<file path="config.mk">
export PLATFORM = sky130hd
export DESIGN_NAME = instr_fetch_queue
export DESIGN_NICKNAME = d
export VERILOG_FILES = /design/src/rtl/ifq_pkg.sv /design/src/rtl/ifq_fifo.sv /design/src/rtl/instr_fetch_queue.sv
export SDC_FILE = /design/constraint.sdc
export NUM_CORES = 1
export LEC_CHECK = 0
export ABC_AREA = 1
export CAP_MARGIN = 20
export CORE_ASPECT_RATIO = 1.25
export CORE_MARGIN = 10
export CORE_UTILIZATION = 50
export DETAILED_ROUTE_END_ITERATION = 12
export DONT_BUFFER_PORTS = 1
export GPL_TIMING_DRIVEN = 0
export PLACE_DENSITY = 0.62
export SETUP_SLACK_MARGIN = 0.5
export SYNTH_ARGS = -nofsm -noshare
export SYNTH_HDL_FRONTEND = slang
export SYNTH_SLANG_ARGS = --single-unit
</file>
<file path="constraint.sdc">
create_clock -name clk -period 6.3 [get_ports clk]
set_input_delay 1.575 -clock clk [delete_from_list [all_inputs] [get_ports clk]]
set_output_delay 1.575 -clock clk [all_outputs]
set_load 0.02 [all_outputs]
</file>
<file path="src/rtl/ifq_pkg.sv">
// ----------------------------------------------------------------------------
// ifq_pkg
//   Shared types and constants for the instruction fetch queue.
//   - ifq_entry_t : one buffered fetch result {pc, instr} at the default
//                   32-bit widths. It is also the default element type of
//                   ifq_fifo.
//   - PC_STEP     : byte distance between sequential fetch addresses.
//   - ifq_cnt_w() : width of a counter that must hold 0..depth inclusive.
// ----------------------------------------------------------------------------
package ifq_pkg;

  localparam int IFQ_DATA_W = 32;
  localparam int IFQ_ADDR_W = 32;
  localparam int PC_STEP    = 4;

  typedef struct packed {
    logic [IFQ_ADDR_W-1:0] pc;
    logic [IFQ_DATA_W-1:0] instr;
  } ifq_entry_t;

  function automatic int ifq_cnt_w(input int depth);
    return $clog2(depth + 1);
  endfunction

endpackage

</file>
<file path="src/rtl/ifq_fifo.sv">
// ----------------------------------------------------------------------------
// ifq_fifo
//   Synchronous FIFO of fetch entries. DEPTH must be a power of two, so the
//   read and write pointers wrap naturally. clear empties the FIFO and takes
//   priority over push and pop in the same cycle. The storage array is not
//   reset; only the pointers and the occupancy count are.
// Ports
//   clk        in   clock
//   nrst       in   synchronous active-low reset
//   clear      in   drop every entry (a same-cycle push or pop is ignored)
//   push       in   write push_entry at the tail
//   push_entry in   entry to write
//   pop        in   remove the head entry (caller guarantees count != 0)
//   head       out  current head entry (meaningful only when count != 0)
//   count      out  number of valid entries, 0..DEPTH
// ----------------------------------------------------------------------------
module ifq_fifo
  import ifq_pkg::*;
#(
  parameter int  DEPTH   = 4,
  parameter int  CNT_W   = ifq_cnt_w(DEPTH),
  parameter type entry_t = ifq_entry_t
) (
  input  logic             clk,
  input  logic             nrst,
  input  logic             clear,
  input  logic             push,
  input  entry_t           push_entry,
  input  logic             pop,
  output entry_t           head,
  output logic [CNT_W-1:0] count
);

  localparam int PTR_W = $clog2(DEPTH);

  entry_t           mem_q [DEPTH];
  logic [PTR_W-1:0] wr_ptr_q, wr_ptr_d;
  logic [PTR_W-1:0] rd_ptr_q, rd_ptr_d;
  logic [CNT_W-1:0] count_q, count_d;

  always_comb begin
    wr_ptr_d = wr_ptr_q;
    rd_ptr_d = rd_ptr_q;
    count_d  = count_q;
    if (clear) begin
      wr_ptr_d = '0;
      rd_ptr_d = '0;
      count_d  = '0;
    end else begin
      if (push) wr_ptr_d = wr_ptr_q + 1'b1;
      if (pop)  rd_ptr_d = rd_ptr_q + 1'b1;
      count_d = count_q + CNT_W'(push) - CNT_W'(pop);
    end
  end

  always_ff @(posedge clk) begin
    if (!nrst) begin
      wr_ptr_q <= '0;
      rd_ptr_q <= '0;
      count_q  <= '0;
    end else begin
      wr_ptr_q <= wr_ptr_d;
      rd_ptr_q <= rd_ptr_d;
      count_q  <= count_d;
    end
  end

  always_ff @(posedge clk) begin
    if (push && !clear) mem_q[wr_ptr_q] <= push_entry;
  end

  assign head  = mem_q[rd_ptr_q];
  assign count = count_q;

endmodule

</file>
<file path="src/rtl/instr_fetch_queue.sv">
// ----------------------------------------------------------------------------
// instr_fetch_queue
//   Prefetch queue between instruction memory and the core. It issues
//   sequential, in-order fetch requests while credit allows
//   (buffered + outstanding < DEPTH), buffers the returned words together with
//   their PCs, and hands them to the core over a valid/ready handshake.
//   A redirect flushes the queue, restarts fetch at redirect_pc and marks
//   every in-flight request as stale so that its response is discarded.
// Parameters
//   DATA_W    instruction width
//   ADDR_W    PC / address width
//   DEPTH     queue entries, power of two, >= 2
//   RESET_PC  fetch PC after reset
// Ports
//   clk, nrst               clock, synchronous active-low reset
//   req_valid/addr/ready    fetch request to memory
//   rsp_valid/data          in-order response from memory
//   out_valid/instr/pc      queue head to core, out_ready consumes it
//   redirect/redirect_pc    flush and restart (redirect_pc[1:0] ignored)
// Optional build macro IFQ_STATS_EN
//   Adds saturating 32-bit counters stat_fetched, stat_flushes and
//   stat_dropped. Without the macro these ports do not exist.
// ----------------------------------------------------------------------------
module instr_fetch_queue
  import ifq_pkg::*;
#(
  parameter int                DATA_W   = 32,
  parameter int                ADDR_W   = 32,
  parameter int                DEPTH    = 4,
  parameter logic [ADDR_W-1:0] RESET_PC = '0
) (
  input  logic              clk,
  input  logic              nrst,
  output logic              req_valid,
  output logic [ADDR_W-1:0] req_addr,
  input  logic              req_ready,
  input  logic              rsp_valid,
  input  logic [DATA_W-1:0] rsp_data,
  output logic              out_valid,
  output logic [DATA_W-1:0] out_instr,
  output logic [ADDR_W-1:0] out_pc,
  input  logic              out_ready,
  input  logic              redirect,
  input  logic [ADDR_W-1:0] redirect_pc
`ifdef IFQ_STATS_EN
  ,
  output logic [31:0]       stat_fetched,
  output logic [31:0]       stat_flushes,
  output logic [31:0]       stat_dropped
`endif
);

  localparam int CNT_W = ifq_cnt_w(DEPTH);

  typedef struct packed {
    logic [ADDR_W-1:0] pc;
    logic [DATA_W-1:0] instr;
  } entry_t;

  logic [ADDR_W-1:0] fetch_pc_q, fetch_pc_d;
  logic [ADDR_W-1:0] rsp_pc_q, rsp_pc_d;
  logic [CNT_W-1:0]  outstanding_q, outstanding_d;
  logic [CNT_W-1:0]  drop_q, drop_d;

  logic [CNT_W-1:0]  fifo_count;
  entry_t            fifo_head;
  entry_t            push_entry;
  logic [CNT_W:0]    in_use;
  logic              req_fire;
  logic              rsp_drop;
  logic              rsp_push;
  logic              pop;
  logic [ADDR_W-1:0] redirect_pc_aligned;

  // Credit: every queue slot is either holding a word or reserved by a
  // request still in flight (including stale ones that will be dropped).
  assign in_use    = {1'b0, fifo_count} + {1'b0, outstanding_q};
  assign req_valid = nrst && !redirect && (in_use < (CNT_W+1)'(DEPTH));
  assign req_addr  = fetch_pc_q;
  assign req_fire  = req_valid && req_ready;

  assign rsp_drop  = rsp_valid && (redirect || (drop_q != '0));
  assign rsp_push  = rsp_valid && !rsp_drop;

  assign out_valid = (fifo_count != '0);
  assign out_instr = out_valid ? fifo_head.instr : '0;
  assign out_pc    = out_valid ? fifo_head.pc    : '0;
  assign pop       = out_valid && out_ready && !redirect;

  assign push_entry          = '{pc: rsp_pc_q, instr: rsp_data};
  assign redirect_pc_aligned = redirect_pc & ~ADDR_W'(3);

  always_comb begin
    fetch_pc_d    = fetch_pc_q;
    rsp_pc_d      = rsp_pc_q;
    outstanding_d = outstanding_q + CNT_W'(req_fire) - CNT_W'(rsp_valid);
    drop_d        = drop_q - CNT_W'(rsp_valid && (drop_q != '0));
    if (redirect) begin
      fetch_pc_d = redirect_pc_aligned;
      rsp_pc_d   = redirect_pc_aligned;
      // drop is always a subset of outstanding, so after a flush every
      // request still in flight (minus the one answered now) is stale.
      // This also keeps back-to-back redirects from double counting.
      drop_d     = outstanding_q - CNT_W'(rsp_valid);
    end else begin
      if (req_fire) fetch_pc_d = fetch_pc_q + ADDR_W'(PC_STEP);
      if (rsp_push) rsp_pc_d   = rsp_pc_q   + ADDR_W'(PC_STEP);
    end
  end

  always_ff @(posedge clk) begin
    if (!nrst) begin
      fetch_pc_q    <= RESET_PC;
      rsp_pc_q      <= RESET_PC;
      outstanding_q <= '0;
      drop_q        <= '0;
    end else begin
      fetch_pc_q    <= fetch_pc_d;
      rsp_pc_q      <= rsp_pc_d;
      outstanding_q <= outstanding_d;
      drop_q        <= drop_d;
    end
  end

  ifq_fifo #(
    .DEPTH   (DEPTH),
    .CNT_W   (CNT_W),
    .entry_t (entry_t)
  ) u_fifo (
    .clk        (clk),
    .nrst       (nrst),
    .clear      (redirect),
    .push       (rsp_push),
    .push_entry (push_entry),
    .pop        (pop),
    .head       (fifo_head),
    .count      (fifo_count)
  );

  // Memory may only answer requests it has actually accepted.
  assert property (@(posedge clk) disable iff (!nrst)
                   rsp_valid |-> (outstanding_q != '0));

`ifdef IFQ_STATS_EN
  logic [31:0] fetched_q, fetched_d;
  logic [31:0] flushes_q, flushes_d;
  logic [31:0] dropped_q, dropped_d;

  function automatic logic [31:0] sat_inc(input logic [31:0] v, input logic en);
    return (en && (v != '1)) ? v + 32'd1 : v;
  endfunction

  always_comb begin
    fetched_d = sat_inc(fetched_q, req_fire);
    flushes_d = sat_inc(flushes_q, redirect);
    dropped_d = sat_inc(dropped_q, rsp_drop);
  end

  always_ff @(posedge clk) begin
    if (!nrst) begin
      fetched_q <= '0;
      flushes_q <= '0;
      dropped_q <= '0;
    end else begin
      fetched_q <= fetched_d;
      flushes_q <= flushes_d;
      dropped_q <= dropped_d;
    end
  end

  assign stat_fetched = fetched_q;
  assign stat_flushes = flushes_q;
  assign stat_dropped = dropped_q;
`endif

endmodule

</file>
# After elaboration in Yosys (flattened, before gate mapping)
# Memories as Yosys holds them, arrays and structs flattened. A register that Yosys moved wholly into a read port is not among the register bits.
# Cells that the tools add are included.
# word_totals
reg_bits	77
ramBits	256
wordCells	51
mem_count	1
# op_classes
n_addsub	11
magnitude_cmp	1
n_mux	11
bitwise_logic	1
reduce_logical	17
# memory_table
name	words	word_bits	rd	rd_ports_with_merged_regs	wr	line_no	source
u_fifo.mem_q	4	64	1	1	1	ifq_fifo.sv:36	entry_t mem_q [DEPTH];
# ops
op	n
$mux 32	6
$add 32x3->32 const B	2
$sub 3x1->3	4
$logic_and 1x1->1	9
$add 3x1->3	2
$reduce_bool 3->1	2
$add 2x1->2 const B	2
$add 3x3->4	1
$lt 4x3->1 const B	1
$mux 2	2
$reduce_bool 2->1	2
$mux 3	1
$logic_not 1->1	2
$mux 1	2
$reduce_or 2->1	1
$logic_or 1x1->1	1
$not 1->1	1

# Longest topological paths before layout
# depth
depth_word	8
ltp_mapped	12
ltp_nobuf	11

# Modules after synthesis
# From an unflattened synthesis, not the netlist that was laid out.
# unflattened
hier_cells	1640
hier_area_um2	15130.8
# by_module_without_submodules
mod	instances	cells_per_inst	area_each_um2	seq_area_each_um2
ifq_fifo	1	741	10019.6	7867.5
instr_fetch_queue	1	899	5111.2	1321.3

# Worst setup path after synthesis
# OpenSTA, ideal clock, no wires.
# synth_timing
path_type	input to register
from	input port redirect
to	memory u_fifo.mem_q[0][0] (netlist bit), enable pin
arrival_ps	4747
t_required_ps	5818
setup_slack_ps	1070
path_stages	5
n_path_buf	2
path_cell_list	inv_1 > buf_2 > nand2_1 > clkbuf_1 > nor2_1
# synth_between
elab_chain_cells	7
word_cells_on_any_way	8
# synth_lines
element	line_no	source
from (decl)	instr_fetch_queue.sv:43	input logic redirect,
$logic_or 1x1->1	instr_fetch_queue.sv:82	assign rsp_drop = rsp_valid && (redirect || (drop_q != '0));
$logic_and 1x1->1	instr_fetch_queue.sv:82	
$logic_not 1->1	instr_fetch_queue.sv:83	assign rsp_push = rsp_valid && !rsp_drop;
$logic_and 1x1->1	instr_fetch_queue.sv:83	
$logic_and 1x1->1 *	ifq_fifo.sv:69	if (push && !clear) mem_q[wr_ptr_q] <= push_entry;
$mux 1 *	ifq_fifo.sv:69	
$mux 1 (implied by the code) *	ifq_fifo.sv:69	
to (decl)	ifq_fifo.sv:36	
# Mark *: on every way between the ends. The rest lies on a longest branch, timed or not.

==> reports/metrics.cfg <==
[drt]
viasPerCell=5.50
wl_per_cell_microns=20.2
ant_nets=0
drc=0
dr.pass1.iters=5
wirelength_microns=39800
drt_iter0_drc=766
vias=10830

[grt]
busiest_layer=met2
grt_pass1_vias=10550
grtUsageTotal=0.217
grt_use_met1=0.254
grt_max_degree=29
grt_pass1_wl_microns=60800
antenna_found_initial=0
use_met3=0.0537
met2_usage=0.372
grt-ovfl-total=0

[placement]
place.detailed.hpwl_microns=28100
io_buffers=0
gp_congestion=0.916

[setup_path]
critPathKind=reg2out
critPathLaunchType=flip-flop
cp-end-kind=output pin
cp_data_required_time_ps=4720
cp.arrival_ps=2910
ff2ff_path_depth=12
cp_max_fo=10

[worst_hold_path]
worstHoldPathCells=2
min_path_type=reg2reg

[floorplan]
rows=69
core_area_sq_um=28500
die_h_microns=210
die_x_microns=172
io_pins=168
initial_core_util=0.506
dieArea_sq_um=36100

[yosys]
ys_warn_count=0
synth_top_area_share=0.516
ys_seq_area_frac=0.620
avgSynthCellArea_sq_um=9.32
ys_types=39
yosys.area.top_type=edfxtp_1
synthCells=1548
netlist_area_sq_um=14400
synthTopCellsByArea=edfxtp_1, dfxtp_1, nor2_1
ys_ff_latch=323

[sta]
drv_slew=0
hold_slack_ps=499
hold_violations=0
worst_pin_slew_ps=1020
rsz0062_at_grt=false
maxSlewHeadroom=0.316
setup_viol_count_final=0
post-route-period-util=0.712
fin_crit_ps=4490
clock_skew_ps=24.8
max_freq_ghz=0.223
tns_ps=0

[run_status]
status=finished, final reports clean

[layout]
layout-drive-gt1-share=0.0533
mostFrequentLayoutCells=nor2_1, nand2_1, edfxtp_1, o21ai_0, a21oi_1
layout_commonest_cell=nor2_1
final_util=0.567
diodes=0
area_growth_pct=12.0
nets=1680

[cts]
cts_hold_buf=0
clkSinkCount=323
cts_buffer_depth=3
ctsResizeCount=0
cts_tree=built
worstSkewPairLatency_ps=560
clk_pin_slew_ps=60
htreeDepth=1
cts_setup_buffers=0
cts_buffers=31
cts-root-buf=clkbuf_16

[pwr]
power.leakage_uw=0.00577
p_per_area_nw_per_um2=291
ir_drop_v=0.000227
p_total_uw=4700

[flow_run]
drv_cap=0

-- sequential cells by signal (all words and copies together), names as in the netlist, named ones only --
name	flops
drop_q	3
rsp_pc_q	30
u_fifo.mem_q	248
u_fifo.rd_ptr_q	2
u_fifo.count	3
u_fifo.wr_ptr_q	2
outstanding_q	3
req_addr	30
-- logic make-up (layout without fill, tap and decap cells) --
logic type | after synthesis | count (layout) | share of synthesized area
adders and majority gates | 18 | 18 | 0.0167
DFF | 323 | 323 | 0.620
and+or+nand+nor | 710 | 710 | 0.197
buffers and inverters | 180 | 244 | 0.0488
AOI/OAI and AO/OA | 299 | 299 | 0.106
xor gates and xnor gates | 17 | 17 | 0.0103
other | 1 | 4 | 0.000260
-- worst max-delay path: stages, from the launching register on --
cell and delay (ps):
dfxtp_1 320, buf_2 230, clkbuf_1 460, clkbuf_1 480
nor2_1 100, nor2_1 90, o21ai_0 90, a21oi_1 580
-- layer usage --
| metal | vias to the layer above | wire length, microns |
|---|---|---|
| li1 | 5286 | - |
| met1 | 5052 | 15000 |
| met2 | 405 | 19800 |
| met3 | 87 | 3420 |
| met4 | 0 | 1590 |
| met5 | - | 0 |
-- metrics by stage --
step / setup slack, ps / cells / instance area, sq um
after floorplan: 1070 / 1551 / 14400
after global placement: -1410 / 1906 / 14900
after detailed placement: 2070 / 1914 / 15100
after CTS: 1720 / 1970 / 16200
final: 1810 / 1970 / 16200
after global routing: 1560 / 1970 / 16200
-- synthesized netlist by cell type --
cell / n
nand2_1: 249
nor2_4: 1
a22oi_1: 1
inv_1: 104
nand3_1: 61
edfxtp_1: 248
nand4_1: 10
clkbuf_1: 56
nand3b_1: 4
nor2_1: 368
nand2_4: 1
dfxtp_1: 75
nand2_2: 2
o21ai_1: 2
buf_2: 5
a31o_2: 1
inv_2: 4
o21ai_0: 160
fa_1: 2
o22ai_1: 1
ha_1: 16
and2_1: 2
nor3_2: 1
conb_1: 1
o21bai_1: 1
a21oi_1: 117
buf_4: 6
a21boi_0: 1
nor3b_1: 2
nor3_4: 1
o211ai_1: 4
buf_1: 5
o21a_1: 1
nor2_2: 2
nor3_1: 4
xor2_1: 11
a31oi_1: 10
or2_2: 2
xnor2_1: 6
-- worst paths after layout --
check | startpoint | end | slack (ps)
worst min-delay path | u_fifo.rd_ptr_q[1] | u_fifo.rd_ptr_q[1] | 500
worst max-delay path | flip-flop | out_pc[14] | 1810
worst min register to register | u_fifo.rd_ptr_q[1] | u_fifo.rd_ptr_q[1] | 500
worst max register to register | outstanding_q[2] | outstanding_q[2] | 3280
-- power by group --
group	switching [uW]	internal, uW	leakage, uW
clock network	776	1160	0.000519
registers	82.7	2370	0.00289
logic	225	92.0	0.00236
total	1080	3620	0.00577
-- final cells by class --
cell class / instances / area (sq um)
multi-input combinational: 1048 / 4820
clock inverter: 13 / 178
clock buffer: 43 / 903
sequential: 323 / 8950
tap: 355 / 444
fill: 2502 / 12300
timing repair buffer: 8 / 168
inverter: 108 / 405
buffer: 72 / 299
Note: power is estimated with default switching activity, not from simulation.
